[config.mk]
export PLATFORM = sky130hd
export DESIGN_NAME = clock_reconfig_sequencer
export DESIGN_NICKNAME = d
export VERILOG_FILES = /design/src/rtl/clock_reconfig_sequencer.sv
export SDC_FILE = /design/constraint.sdc
export NUM_CORES = 1
export LEC_CHECK = 0
export CORE_MARGIN = 5
export CORE_UTILIZATION = 24
export DETAILED_ROUTE_END_ITERATION = 10
export PLACE_DENSITY = 0.55
export SLEW_MARGIN = 30
export SYNTH_ARGS = -nofsm -noshare
export SYNTH_HDL_FRONTEND = slang
export SYNTH_SLANG_ARGS = --single-unit
[constraint.sdc]
create_clock -name clk_i -period 4.2 [get_ports clk_i]
set_clock_uncertainty 0.05 [all_clocks]
set_input_delay 0.84 -clock clk_i [delete_from_list [all_inputs] [get_ports clk_i]]
set_output_delay 0.84 -clock clk_i [all_outputs]
set_load 0.05 [all_outputs]
[src/rtl/clock_reconfig_sequencer.sv]
// Clock reconfiguration sequencer.
// Resets the generator DCM, loads new M/D values, waits for the generator
// to report done and lock, then waits for the ADC DCM lock and finally
// applies a phase shift. Every wait is guarded by a timeout. A failed wait
// ends the sequence with an error code that holds until the next start.
module clock_reconfig_sequencer #(
  parameter int RESET_CYCLES = 8,
  parameter int LOCK_STABLE  = 16,
  parameter int TIMEOUT      = 1000000
) (
  input  logic       clk_i,
  input  logic       reset_i,
  input  logic       start_i,
  input  logic [7:0] mul_i,
  input  logic [7:0] div_i,
  input  logic [8:0] phase_i,
  output logic       busy_o,
  output logic       done_o,
  output logic       error_o,
  output logic [1:0] err_code_o,
  output logic       clkgen_reset_o,
  output logic [7:0] clkgen_mul_o,
  output logic [7:0] clkgen_div_o,
  output logic       clkgen_load_o,
  input  logic       clkgen_done_i,
  input  logic       gen_locked_i,
  input  logic       adc_locked_i,
  output logic       dcm_reset_o,
  output logic [8:0] phase_requested_o,
  output logic       phase_load_o,
  input  logic       phase_done_i
);

  localparam logic [19:0] RST_LAST = 20'(RESET_CYCLES - 1);
  localparam logic [19:0] TMO_LAST = 20'(TIMEOUT - 1);
  localparam logic [7:0]  LS_LAST  = 8'(LOCK_STABLE - 1);

  typedef enum logic [3:0] {
    S_IDLE,
    S_GEN_RST,
    S_GEN_LOAD,
    S_GEN_WAITDONE,
    S_GEN_WAITLOCK,
    S_ADC_WAITLOCK,
    S_PHASE_LOAD,
    S_PHASE_WAIT,
    S_FINISH,
    S_FAIL
  } state_e;

  state_e      state_q, state_d;
  logic [19:0] cnt_q, cnt_d;        // reset-pulse length and per-state timeout
  logic [7:0]  stab_q, stab_d;      // consecutive locked cycles
  logic        seen_low_q, seen_low_d;
  logic [1:0]  fail_code_d;

  logic edge_in;
  logic lock_in;
  logic timed_out;

  // The two edge-wait states and the two lock-wait states share one
  // detector each; the current state selects which input feeds it.
  assign edge_in   = (state_q == S_PHASE_WAIT) ? phase_done_i : clkgen_done_i;
  assign lock_in   = (state_q == S_ADC_WAITLOCK) ? adc_locked_i : gen_locked_i;
  assign timed_out = (cnt_q == TMO_LAST);

  // Next-state, counter and failure-code selection.
  always_comb begin
    state_d     = state_q;
    cnt_d       = cnt_q + 20'd1;
    stab_d      = '0;
    seen_low_d  = 1'b0;
    fail_code_d = 2'b00;
    case (state_q)
      S_IDLE: begin
        cnt_d = '0;
        if (start_i) state_d = S_GEN_RST;
      end
      S_GEN_RST: begin
        if (cnt_q == RST_LAST) begin
          state_d = S_GEN_LOAD;
          cnt_d   = '0;
        end
      end
      S_GEN_LOAD: begin
        state_d = S_GEN_WAITDONE;
        cnt_d   = '0;
      end
      // A rising edge needs a low sample inside the state first, so a level
      // that is already high on entry never counts.
      S_GEN_WAITDONE, S_PHASE_WAIT: begin
        seen_low_d = seen_low_q | ~edge_in;
        if (edge_in && seen_low_q) begin
          state_d    = (state_q == S_GEN_WAITDONE) ? S_GEN_WAITLOCK : S_FINISH;
          cnt_d      = '0;
          seen_low_d = 1'b0;
        end else if (timed_out) begin
          state_d     = S_FAIL;
          fail_code_d = (state_q == S_GEN_WAITDONE) ? 2'b01 : 2'b11;
        end
      end
      S_GEN_WAITLOCK, S_ADC_WAITLOCK: begin
        stab_d = lock_in ? (stab_q + 8'd1) : '0;
        if (lock_in && (stab_q == LS_LAST)) begin
          state_d = (state_q == S_GEN_WAITLOCK) ? S_ADC_WAITLOCK : S_PHASE_LOAD;
          cnt_d   = '0;
          stab_d  = '0;
        end else if (timed_out) begin
          state_d     = S_FAIL;
          fail_code_d = (state_q == S_GEN_WAITLOCK) ? 2'b01 : 2'b10;
        end
      end
      S_PHASE_LOAD: begin
        state_d = S_PHASE_WAIT;
        cnt_d   = '0;
      end
      S_FINISH, S_FAIL: begin
        state_d = S_IDLE;
        cnt_d   = '0;
      end
      default: begin
        state_d = S_IDLE;
        cnt_d   = '0;
      end
    endcase
  end

  // State, counters and registered outputs; outputs are decoded from the
  // next state so they line up with the state they describe.
  always_ff @(posedge clk_i) begin
    if (reset_i) begin
      state_q           <= S_IDLE;
      cnt_q             <= '0;
      stab_q            <= '0;
      seen_low_q        <= 1'b0;
      busy_o            <= 1'b0;
      done_o            <= 1'b0;
      error_o           <= 1'b0;
      err_code_o        <= '0;
      clkgen_reset_o    <= 1'b0;
      clkgen_mul_o      <= '0;
      clkgen_div_o      <= '0;
      clkgen_load_o     <= 1'b0;
      dcm_reset_o       <= 1'b0;
      phase_requested_o <= '0;
      phase_load_o      <= 1'b0;
    end else begin
      state_q        <= state_d;
      cnt_q          <= cnt_d;
      stab_q         <= stab_d;
      seen_low_q     <= seen_low_d;
      busy_o         <= (state_d != S_IDLE);
      done_o         <= (state_d == S_FINISH) || (state_d == S_FAIL);
      clkgen_reset_o <= (state_d == S_GEN_RST);
      clkgen_load_o  <= (state_d == S_GEN_LOAD);
      phase_load_o   <= (state_d == S_PHASE_LOAD);
      dcm_reset_o    <= (state_d == S_GEN_RST)      || (state_d == S_GEN_LOAD) ||
                        (state_d == S_GEN_WAITDONE) || (state_d == S_GEN_WAITLOCK);
      if ((state_q == S_IDLE) && start_i) begin
        clkgen_mul_o      <= mul_i;
        clkgen_div_o      <= div_i;
        phase_requested_o <= phase_i;
        error_o           <= 1'b0;
        err_code_o        <= '0;
      end
      if (state_d == S_FAIL) begin
        error_o    <= 1'b1;
        err_code_o <= fail_code_d;
      end
    end
  end

endmodule

Yosys cells after proc, flatten, opt, wreduce, memory -nomap -nowiden:

Cells that the tools add are included.

* bits in registers: 67
* input port bits: 32
* output and inout port bits: 34

* add/sub/neg operators: 2
* equal/unequal tests: 17
* mux-type cells: 25
* bitwise operators: 5
* reduce and logical (&&, ||, !) cells: 14

Operator list (number)
* 20-bit two-way mux: 3
* 20-bit case mux with 3 select lines: 1
* 4-bit by 3-bit == test with 1-bit output (second input constant): 6
* 4-bit two-way mux: 6
* 4-bit case mux with 6 select lines: 1
* 20-bit by 1-bit adder with 20-bit output (second input constant): 1
* 20-bit == test (second input constant): 1
* 20-bit by 3-bit == test with 1-bit output (second input constant): 1
* 2-bit two-way mux: 9
* 4-bit by 2-bit == test with 1-bit output (second input constant): 4
* 8-bit by 1-bit adder with 8-bit output (second input constant): 1
* 4-bit by 1-bit == test with 1-bit output (second input constant): 2
* 4-bit == test (second input constant): 2
* 8-bit by 4-bit == test with 1-bit output (second input constant): 1
* 4-bit zero test: 1
* 1-bit logical OR: 4
* 1-bit two-way mux: 4
* 1-bit NOT: 4
* 2-bit case mux with 2 select lines: 1
* 4-bit nonzero test: 1
* 2-bit OR reduction: 2
* 4-bit OR reduction: 1
* 1-bit logical AND: 3
* 3-bit OR reduction: 1
* other kinds (2): 2

Logic depth before layout (Yosys ltp):

* depth in word-level cells: 9
* gate-level depth with buffers: 8
* mapped depth without buffers: 7

Worst setup path after synthesis:

No wires, ideal clock.

* path kind: input-to-reg
* from: input port adc_locked_i
* to: register clkgen_reset_o
* arrival time: 2.170 ns
* required time: 4.085 ns
* slack: 1.916 ns
* stages: 6
* path buffers: 0
* cells stage by stage: mux2_2 -> a31oi_1 -> inv_1 -> o2111ai_2 -> or4b_1 -> nor2_1

* word-level cells in the longest chain between the ends: 5

RTL lines
* start, declared: RTL line 27 `input logic adc_locked_i,`
* 1-bit two-way mux: RTL line 64 `assign lock_in = (state_q == S_ADC_WAITLOCK) ? adc_locked_i : gen_locked_i;`
* 1-bit logical AND: RTL line 104 `if (lock_in && (stab_q == LS_LAST)) begin`
* 4-bit two-way mux: RTL line 104
* 4-bit case mux with 6 select lines: RTL line 74 `case (state_q)`
* 4-bit by 1-bit == test with 1-bit output: RTL line 154 `clkgen_reset_o <= (state_d == S_GEN_RST);`
* end signal, assigned: RTL line 154
* end, declared: RTL line 21 `output logic clkgen_reset_o,`

No other way between the ends.
A chain may end at the register's enable or synchronous reset.

Final worst setup path:

Same ends and word-level chain as after synthesis.

==> qor_table.md <==
| Group | Item | This run |
| --- | --- | --- |
| global route | Largest net degree at the start of global routing | 38 |
| min path | Min-Delay Path Class | flop to flop |
| timing | Number of hold violations in the final report | 0 |
| die | Starting Density | 0.243 |
| clocking | Post CTS Setup Buffer Count | 0 |
| global route | Total global routing track utilization | 0.103 |
| global route | First-pass GRT wire length | 11.6 mm |
| synthesis | XOR/XNOR Fraction of Synth Area | 0.0760 |
| job | Max Cap Viol | 0 |
| synthesis | Cell area after technology mapping | 0.00277 sq mm |
| timing | Setup violation total in the final timing report | 0 |
| power | Fraction of power consumed by sequential logic | 0.388 |
| power | Combinational group share of total power | 0.106 |
| placement | Pre-CTS worst setup slack | 1.27 ns |
| timing | Final total negative setup slack | 0 ns |
| synthesis | Biggest area consumer among synthesized cells | sky130_fd_sc_hd__dfxtp_1 |
| synthesis | Sequential area share after synthesis | 0.485 |
| synthesis | Area share of and/or/nand/nor cells after synthesis | 0.284 |
| synthesis | Mux contribution to synthesized area | 0.0154 |
| synthesis | Post-synthesis compound-gate area fraction | 0.0991 |
| clocking | Total number of clock tree sinks | 67 |
| final layout | Commonest non-fill, non-tap cells in the layout | sky130_fd_sc_hd__nand2_1 (71), sky130_fd_sc_hd__dfxtp_1 (67), sky130_fd_sc_hd__clkdlybuf4s50_1 (65) |
| power | Total power | 0.00172 W |
| power | Clk pwr share | 0.507 |
| power | Static leakage | 1.36 nW |
| final layout | Commonest non-fill, non-tap cell in the layout | sky130_fd_sc_hd__nand2_1 |
| setup path | Element type at the critical path end | flop |
| final layout | Area growth syn-to-layout | 40.7% |
| power | Power density of the placed cells | 442 mW/mm^2 |
| placement | Post-detail-place hpwl | 4.80 mm |
| clocking | H-tree depth reported by CTS | 3 |
| synthesis | Count of state elements after synthesis | 67 |
| placement | Weighted congestion reported at the end of routability-driven placement | 0.776 |
| final layout | Layout Nets | 427 |
| synthesis | Flip-flop cell with the highest count after synthesis | sky130_fd_sc_hd__dfxtp_1 |
| timing | Min Tclk post-route | 2.61 ns |
| route | Drt total wl | 7.02 mm |
| global route | Vias in the first global route | 2,352 |
| synthesis | Synthesized area divided by synthesized cell count | 8.38 sq um |
| setup path | Slowest library cell on the worst path | sky130_fd_sc_hd__or4b_1 |
| clocking | Total CTS buffers | 9 |
| power | Design internal power | 0.00132 W |
| timing | Worst max-slew margin expressed relative to the limit | 0.569 |
| clocking | Deepest clock path buffer count | 2 |
| synthesis | YS warnings | 0 |
| route | Routed length per placed instance | 13.0 um |
| final layout | Area of the multi-input gates | 0.00134 sq mm |
| setup path | Cell family with the largest share of critical-path delay | compound AO/OA/AOI/OAI gates |
| route | Via/cell ratio | 4.48 |
| synthesis | Number of synthesized flops with an enable pin | 0 |
| setup path | Biggest cell delay along the critical path | 0.46 ns |
| final layout | Sequential cell area | 0.00134 sq mm |
| clocking | CTS hold repair buffers | 0 |
| clocking | Worst-skew pair later-pin latency | 0.33 ns |
| clocking | Clock transition at the registers of the reported paths | 0.06 ns |
| route | Antenna Violating Nets Remaining | 0 |
| setup path | Worst Path Max Fanout | 4 |
| setup path | Kind of critical path | input port to flop |
| timing | Worst Max-Slew Pin Slew | 0.646 ns |
| timing | Maximum clock rate | 0.383 GHz |
| timing | Number of max-slew violations in the final report | 0 |
| synthesis | Post-synth top area share | 0.485 |
| power | Net switching power | 0.000398 W |
| timing | Post-route worst setup slack | 1.59 ns |
| clocking | Clock tree from TritonCTS | done |
| die | Overall die height | 117 um |
| global route | Number of antenna violations at the first check in global routing | 0 |
| setup path | Critical Path AT | 2.83 ns |
| final layout | Number of antenna diodes | 0 |
| placement | Buffers added on ports | 65 |
| die | Top-Level Pins | 66 |
| global route | Sum of overflow across all layers after global routing | 0 |
| final layout | Core occupancy in the finished layout | 0.342 |
| synthesis | Main combinational cell family by area after synthesis | simple AND/OR/NAND/NOR gates |
| synthesis | Cells after Synth | 330 |
| clocking | Buffer cell driving the clock tree root | sky130_fd_sc_hd__clkbuf_16 |
| route | Total DRC errors in the routed layout | 0 |
| die | Core region area | 0.0114 sq mm |
| setup path | Number of buffers and inverters on the critical path | 2 |
| power | Switching power share of the total | 0.232 |
| route | DRC violation total after the first TritonRoute iteration | 157 |
| setup path | Launching element type of the critical path | input port |
| synthesis | Synth async-reset ratio | 0 |
| synthesis | Adder-cell share of the synthesized area | 0.00905 |
| final layout | Share of final-layout standard cells stronger than drive strength 1 | 0.0678 |
| synthesis | Synth Net Count | 364 |
| setup path | CP Cell Sequence | clkdlybuf4s50_1, mux2_2, a31oi_1, inv_1, o2111ai_2, or4b_1, nor2_1 |
| setup path | Data required time at the worst endpoint | 4.42 ns |
| synthesis | Distinct cells, synth | 45 |
| die | Die span in x | 117 um |
| power | Worst supply voltage drop on vdd | 186 uV |
| final layout | Count of filler cells inserted in the layout | 1,203 |
| timing | Portion of the clock cycle consumed by the worst path in the final layout | 0.621 |
| die | Row cnt | 39 |
| route | DR pass1 iterations | 4 |
| timing | Unrepaired setup endpoints after global routing | no |
| outcome | Outcome | finished clean |
| route | Total number of vias | 2,424 |
| clocking | PostCTS Resize Cnt | 0 |
| die | Die ar. | 0.0138 sq mm |
| synthesis | Synth area leaders | sky130_fd_sc_hd__dfxtp_1 (49%), sky130_fd_sc_hd__nand2_1 (9.6%), sky130_fd_sc_hd__nor2_1 (5.4%), sky130_fd_sc_hd__a21oi_1 (5.2%), sky130_fd_sc_hd__xnor2_1 (3.8%) |
## final timing paths
kind                              startpoint        endpoint  slack, ns  cells past startpoint
worst min-delay path               stab_q[0]       stab_q[0]       0.39                      1
worst min register to register     stab_q[0]       stab_q[0]       0.39                      1
worst max-delay path            adc_locked_i  clkgen_reset_o       1.59                      7
worst max register to register    state_q[0]  clkgen_reset_o       1.74                      6
## kinds of logic (layout without fill, tap and decap cells)
group / Yosys count / in the layout
simple gates: 166 / 166
xor+xnor: 24 / 24
mux: 4 / 4
flops: 67 / 67
compound gates: 46 / 46
buf+inv: 21 / 89
fa+ha+maj: 2 / 2
## cell usage after synthesis, types with 2 or more instances
master	n
sky130_fd_sc_hd__a21oi_1	29
sky130_fd_sc_hd__or3_1	2
sky130_fd_sc_hd__mux2_2	2
sky130_fd_sc_hd__xor2_1	12
sky130_fd_sc_hd__or4_4	2
sky130_fd_sc_hd__nand4_1	6
sky130_fd_sc_hd__clkbuf_1	11
sky130_fd_sc_hd__dfxtp_1	67
sky130_fd_sc_hd__nor4_1	3
sky130_fd_sc_hd__buf_2	3
sky130_fd_sc_hd__nand3b_1	3
sky130_fd_sc_hd__or4b_1	2
sky130_fd_sc_hd__o211ai_1	2
sky130_fd_sc_hd__and3_1	7
sky130_fd_sc_hd__nand3_1	10
sky130_fd_sc_hd__nor2b_1	3
sky130_fd_sc_hd__nor2_1	40
sky130_fd_sc_hd__nor3_1	8
sky130_fd_sc_hd__mux2i_1	2
sky130_fd_sc_hd__a31oi_1	4
sky130_fd_sc_hd__ha_1	2
sky130_fd_sc_hd__xnor2_1	12
sky130_fd_sc_hd__nand2_1	71
sky130_fd_sc_hd__inv_1	6
## routing by layer
layer | part of all wire | GRT usage
met3 | 0.056 | 0.0395
met1 | 0.48 | 0.131
met5 | 0 | 0
met2 | 0.45 | 0.155
met4 | 0.018 | 0.0457
## layout make-up
| class | instances | area share |
|---|---|---|
| Tap cell | 143 | 0.0460 |
| Multi-Input combinational cell | 242 | 0.344 |
| Inverter | 6 | 0.00579 |
| Clock inverter | 5 | 0.0257 |
| Timing Repair Buffer | 67 | 0.171 |
| Sequential cell | 67 | 0.345 |
| Clock buffer | 11 | 0.0624 |
## through the flow
step	cell area [sq um]	hold slack, ns	std cells
after floorplan	2770	0.368	330
after global placement	3550	0.379	525
after detailed placement	3550	0.389	525
after CTS	3890	0.403	541
after global routing	3890	0.423	541
final	3890	0.394	541
## power by group through the flow
stage | Clock, W | Sequential, W | Combinational (W)
after floorplan | 0 | 0.000735 | 0.0000515
after global placement | 0 | 0.000680 | 0.000182
after detailed placement | 0 | 0.000680 | 0.000182
after CTS | 0.000891 | 0.000667 | 0.000183
after global routing | 0.000931 | 0.000669 | 0.000194
final | 0.000872 | 0.000666 | 0.000181
## flip-flops by register name, indices dropped and copies added (netlist names)
signal and count:
dcm_reset_o 1, busy_o 1, phase_requested_o 9, phase_load_o 1, error_o 1, clkgen_div_o 8, err_code_o 2, stab_q 8
clkgen_mul_o 8, clkgen_reset_o 1, done_o 1, seen_low_q 1, state_q 4, cnt_q 20, clkgen_load_o 1
Power figures use the tool's default switching activity.
